[src/rtl/step_gen.sv]
// Pipeline step generator: turns clk_dv edges (free-run) or debounced button
// presses (manual) into single-cycle step_en clock-enable pulses on clk.
module step_gen #(
  parameter int unsigned DEBOUNCE_CYCLES = 16
) (
  input  logic        clk,
  input  logic        rst,
  input  logic        clk_dv,
  input  logic        run,
  input  logic        step_btn,
  input  logic        halt,
  output logic        step_en,
  output logic        halted,
  output logic [15:0] cycle_cnt
);

  localparam logic [15:0] DB_LAST = 16'(DEBOUNCE_CYCLES - 1);

  typedef enum logic [1:0] {
    ST_STOP = 2'd0,
    ST_RUN  = 2'd1,
    ST_HALT = 2'd2
  } state_t;

  // clk_dv synchronizer, edge-detect flop and start-up priming
  logic       r_dv_s1;
  logic       r_dv_s2;
  logic       r_dv_s3;
  logic [1:0] r_prime_cnt;
  logic       r_primed;
  logic       w_tick;

  // priming keeps a clk_dv that is already high at reset release from ticking
  always_ff @(posedge clk or negedge rst) begin
    if (!rst) begin
      r_dv_s1     <= 1'b0;
      r_dv_s2     <= 1'b0;
      r_dv_s3     <= 1'b0;
      r_prime_cnt <= 2'd0;
      r_primed    <= 1'b0;
    end else begin
      r_dv_s1 <= clk_dv;
      r_dv_s2 <= r_dv_s1;
      r_dv_s3 <= r_dv_s2;
      if (!r_primed) begin
        r_prime_cnt <= r_prime_cnt + 2'd1;
        if (r_prime_cnt == 2'd2) begin
          r_primed <= 1'b1;
        end
      end
    end
  end

  assign w_tick = r_primed & r_dv_s2 & ~r_dv_s3;

  // button synchronizer and debouncer
  logic        r_btn_s1;
  logic        r_btn_sync;
  logic [15:0] r_db_cnt;
  logic        r_btn_db;
  logic        r_btn_db_d;
  logic        w_press;

  always_ff @(posedge clk or negedge rst) begin
    if (!rst) begin
      r_btn_s1   <= 1'b0;
      r_btn_sync <= 1'b0;
      r_db_cnt   <= 16'd0;
      r_btn_db   <= 1'b0;
      r_btn_db_d <= 1'b0;
    end else begin
      r_btn_s1   <= step_btn;
      r_btn_sync <= r_btn_s1;
      r_btn_db_d <= r_btn_db;
      if (r_btn_sync != r_btn_db) begin
        // level must stay different for DEBOUNCE_CYCLES cycles in a row
        if (r_db_cnt == DB_LAST) begin
          r_btn_db <= r_btn_sync;
          r_db_cnt <= 16'd0;
        end else begin
          r_db_cnt <= r_db_cnt + 16'd1;
        end
      end else begin
        r_db_cnt <= 16'd0;
      end
    end
  end

  assign w_press = r_btn_db & ~r_btn_db_d;

  // stepping FSM with registered outputs
  state_t      r_state;
  logic        r_step_en;
  logic        r_halted;
  logic [15:0] r_cycle_cnt;

  always_ff @(posedge clk or negedge rst) begin
    if (!rst) begin
      r_state     <= ST_STOP;
      r_step_en   <= 1'b0;
      r_halted    <= 1'b0;
      r_cycle_cnt <= 16'd0;
    end else begin
      r_step_en <= 1'b0;
      if (halt) begin
        // halt wins over any coincident tick or press
        r_state  <= ST_HALT;
        r_halted <= 1'b1;
      end else begin
        case (r_state)
          ST_STOP: begin
            if (run) begin
              r_state <= ST_RUN;
            end else if (w_press) begin
              r_step_en   <= 1'b1;
              r_cycle_cnt <= r_cycle_cnt + 16'd1;
            end
          end
          ST_RUN: begin
            if (!run) begin
              r_state <= ST_STOP;
            end else if (w_tick) begin
              r_step_en   <= 1'b1;
              r_cycle_cnt <= r_cycle_cnt + 16'd1;
            end
          end
          ST_HALT: begin
            if (w_press) begin
              r_state  <= ST_STOP;
              r_halted <= 1'b0;
            end
          end
          default: begin
            r_state  <= ST_STOP;
            r_halted <= 1'b0;
          end
        endcase
      end
    end
  end

  assign step_en   = r_step_en;
  assign halted    = r_halted;
  assign cycle_cnt = r_cycle_cnt;

endmodule

[config.mk]
export PLATFORM = sky130hd
export DESIGN_NAME = step_gen
export DESIGN_NICKNAME = d
export VERILOG_FILES = /design/src/rtl/step_gen.sv
export SDC_FILE = /design/constraint.sdc
export NUM_CORES = 1
export LEC_CHECK = 0
export CORE_ASPECT_RATIO = 2
export CORE_MARGIN = 5
export CORE_UTILIZATION = 25
export DETAILED_ROUTE_END_ITERATION = 8
export GPL_TIMING_DRIVEN = 0
export PLACE_DENSITY = 0.54
export SLEW_MARGIN = 20
export SYNTH_ARGS = -nofsm -noshare
export SYNTH_HDL_FRONTEND = slang
export SYNTH_SLANG_ARGS = --single-unit
[constraint.sdc]
create_clock -name clk -period 4.8 [get_ports clk]
set_input_delay 0.48 -clock clk [delete_from_list [all_inputs] [get_ports clk]]
set_output_delay 0.48 -clock clk [all_outputs]
set_load 0.02 [all_outputs]
==> results.py <==
metrics = {
    "status": {
        "status": "finished clean",
    },
    "setup_path": {
        "reg2reg_to": "r_db_cnt[6]",
        "crit_type": "in2reg",
        "crit_end": "cycle_cnt[15]",
        "end_kind": "flop",
        "worst_r2r_path_depth": 6,
        "crit_start": "halt",
        "crit_arrival_ns": 2.29,
        "r2r_slack_ns": 2.79,
        "worstPathRequired_ns": 5.01,
        "r2r_start": "r_db_cnt[0]",
        "start_kind": "input port",
        "crit_fanout": 9,
    },
    "logic_synthesis": {
        "synth_edf_count": 0,
        "yosysSeqAreaShare_pct": 57.3,
        "ys.flop_type": "dfrtp_1",
        "async_flop_share_pct": 100,
        "syn_nets": 185,
        "synth_cells": 176,
        "ys_types": 32,
        "syn_avg_cell_area_um2": 11.4,
        "syn_area_um2": 2010,
        "ys_warn_count": 0,
        "synth_seq_cells": 46,
    },
    "power": {
        "p_clk_share_pct": 44.8,
        "sw_frac_of_total_pct": 20.1,
        "seq_power_share_pct": 52.5,
        "pwr-share-comb_pct": 2.7,
        "p_switching_uw": 151,
        "powerDensity_nw_per_um2": 299,
        "vdd_ir_drop_max_mv": 0.126,
        "p_int_uw": 601,
        "leakagePower_nw": 1.10,
    },
    "routing": {
        "drt_iter0_markers": 48,
        "wl_per_cell_um": 13.4,
        "routed_wl_um": 4060,
        "dr_total_vias": 1404,
        "drc": 0,
        "ant_nets": 0,
        "drtPass1Iterations": 2,
        "routed_via_density": 4.65,
    },
    "cells_and_area": {
        "fin_nets": 216,
        "drive_above_1_share_pct": 7.28,
        "antenna_cells": 0,
        "syn2layout_area_growth_pct": 25.1,
    },
    "global_routing": {
        "grt_antenna_before_repair": 0,
        "grt_pass1_wl_um": 7030,
        "grt_overflow": 0,
        "grt_pass1_vias": 1483,
        "grt_max_degree": 28,
        "track_usage_pct": 9.23,
    },
    "clocking": {
        "clk_latency_ns": 0.28,
        "cts_tree": "built",
        "cts-htree-levels": 2,
        "cts_setup_buffers": 0,
        "clock_sinks": 46,
        "cts_root_buffer": "clkbuf_16",
        "cts_resized": 0,
        "cts_buffer_depth": 2,
        "cts_buffers": 5,
        "clk_pin_slew_ns": 0.06,
        "hold_buffers": 0,
    },
    "timing": {
        "fin_setup_tns_ns": 0,
        "fin_ws_ns": 2.71,
        "period_share_pct": 43.4,
        "setup_violations": 0,
        "drv_slew": 0,
        "skew_ns": 0.00548,
        "fmax_mhz": 480,
        "slew_headroom_pct": 64.8,
        "period_needed_ns": 2.09,
        "rsz0062_at_grt": "false",
        "worstMarginPinSlew_ns": 0.525,
        "hold_viol": 0,
    },
    "placed_design": {
        "portBuffers": 23,
        "hpwl_um": 3010,
        "preCtsSetupSlack_ns": 2.41,
        "place.gp.congestion": 0.727,
    },
    "floorplan": {
        "initial_core_util_pct": 25.5,
        "design.core.area_um2": 7890,
        "die_x_um": 73.4,
        "die_area_um2": 10000,
        "dieHeight_um": 137,
        "io-pin-count": 24,
        "num_rows": 46,
    },
    "hold_path": {
        "hold_path_class": "in2async",
    },
    "run": {
        "maxCapViolCount": 0,
    },
}
[routing by layer]
metal / global-route usage [%] / part of all wire, % / vias to the layer above
li1: - / - / 675
met1: 9.27 / 37 / 697
met2: 16.6 / 56 / 24
met3: 2.72 / 4.3 / 8
met4: 4.94 / 2.6 / 0
met5: 0 / 0 / -
[how the worst min path moves through the flow]
stage,from,endpoint,slack [ns],cells after the start
final,rst,cycle_cnt[11],0.14,1
after detailed placement,r_dv_s1,r_dv_s2,0.34,0
after global placement,r_btn_s1,r_btn_sync,0.34,0
after floorplan,rst,cycle_cnt[0],0.18,0
after global routing,rst,cycle_cnt[12],0.18,1
after CTS,rst,cycle_cnt[12],0.16,1
[critical path: stages]
cell             delay, ns
clkdlybuf4s50_1       0.46
or2_1                 0.24
buf_6                 0.14
or4_4                 0.56
nor4b_4               0.24
xor2_1                0.17
[cell usage in the layout (no fill, tap or decap), types with 2 or more instances in the layout]
| master | netlist | routed |
|---|---|---|
| o21ai_0 | 2 | 2 |
| ha_1 | 3 | 3 |
| clkdlybuf4s50_1 | 0 | 22 |
| nand4_1 | 5 | 5 |
| nor4_1 | 13 | 13 |
| and2_1 | 2 | 2 |
| clkbuf_16 | 0 | 5 |
| nor3_1 | 7 | 7 |
| nor2_1 | 22 | 22 |
| inv_1 | 4 | 4 |
| xor2_1 | 17 | 17 |
| nor4b_1 | 2 | 2 |
| nor3b_1 | 2 | 2 |
| dfrtp_1 | 46 | 46 |
| mux2_2 | 2 | 2 |
| nand3_1 | 10 | 10 |
| xnor2_1 | 14 | 14 |
| nand2_1 | 8 | 8 |
| clkbuf_1 | 2 | 2 |
[power groups by stage]
stage / registers, mW / clock network, mW / logic, mW
finish: 0.395 / 0.337 / 0.0200
global route: 0.395 / 0.364 / 0.0236
CTS: 0.395 / 0.350 / 0.0214
detailed placement: 0.402 / 0 / 0.0214
global placement: 0.402 / 0 / 0.0196
floorplan: 0.401 / 0 / 0.00540
[cell families after synthesis]
kind of cell,Yosys count,share of synthesized area (%)
buffers and inverters,7,1.68
flip-flops,46,57.3
AND/OR/NAND/NOR,80,22.0
adder cells (fa/ha/maj),3,1.87
XOR/XNOR,31,13.5
multiplexers,2,1.12
AO/OA/AOI/OAI,7,2.49
[state kept, by name, indices dropped and copies added (netlist names)]
| name | count |
|---|---|
| r_btn_db_d | 1 |
| r_prime_cnt | 2 |
| step_en | 1 |
| r_db_cnt | 16 |
| r_btn_sync | 1 |
| r_btn_s1 | 1 |
| r_dv_s1 | 1 |
| r_primed | 1 |
| r_btn_db | 1 |
| cycle_cnt | 16 |
| r_dv_s2 | 1 |
| halted | 1 |
| r_state | 2 |
| r_dv_s3 | 1 |
[synth_stat cells (all sizes together), types with 2 or more instances]
cell type | number | share of area, %
nand4 | 5 | 1.6
clkbuf | 2 | 0.37
mux2 | 2 | 1.1
nand2 | 8 | 1.5
a21o | 2 | 0.81
xnor2 | 14 | 6.1
o21ai | 2 | 0.50
nor4 | 13 | 4.0
ha | 3 | 1.9
xor2 | 17 | 7.4
nor3b | 2 | 0.75
nor4b | 3 | 2.1
nor3 | 7 | 1.7
inv | 4 | 0.75
and2 | 2 | 0.62
or2 | 2 | 0.62
nor2 | 22 | 4.1
dfrtp | 46 | 57
nand3 | 10 | 2.5
[stage by stage]
step	util, %	hold slack (ns)	instance area, µm²	cells	power, mW
after floorplan	-	0.184	2010	176	0.407
after global placement	29.9	0.335	2360	295	0.421
after detailed placement	30.1	0.336	2370	296	0.423
after CTS	31.9	0.163	2510	302	0.766
after global routing	31.9	0.182	2510	302	0.782
final	31.9	0.144	2510	302	0.752
[final cells by class]
cell class / count / area, µm²
fillers: 812 / 5370
flip-flops and latches: 46 / 1150
multi-input cells: 123 / 825
repair buffers: 24 / 245
clock buffers: 6 / 139
well taps: 96 / 120
plain buffers: 3 / 18.8
inverters: 4 / 15.0
Power figures use the tool's default switching activity.
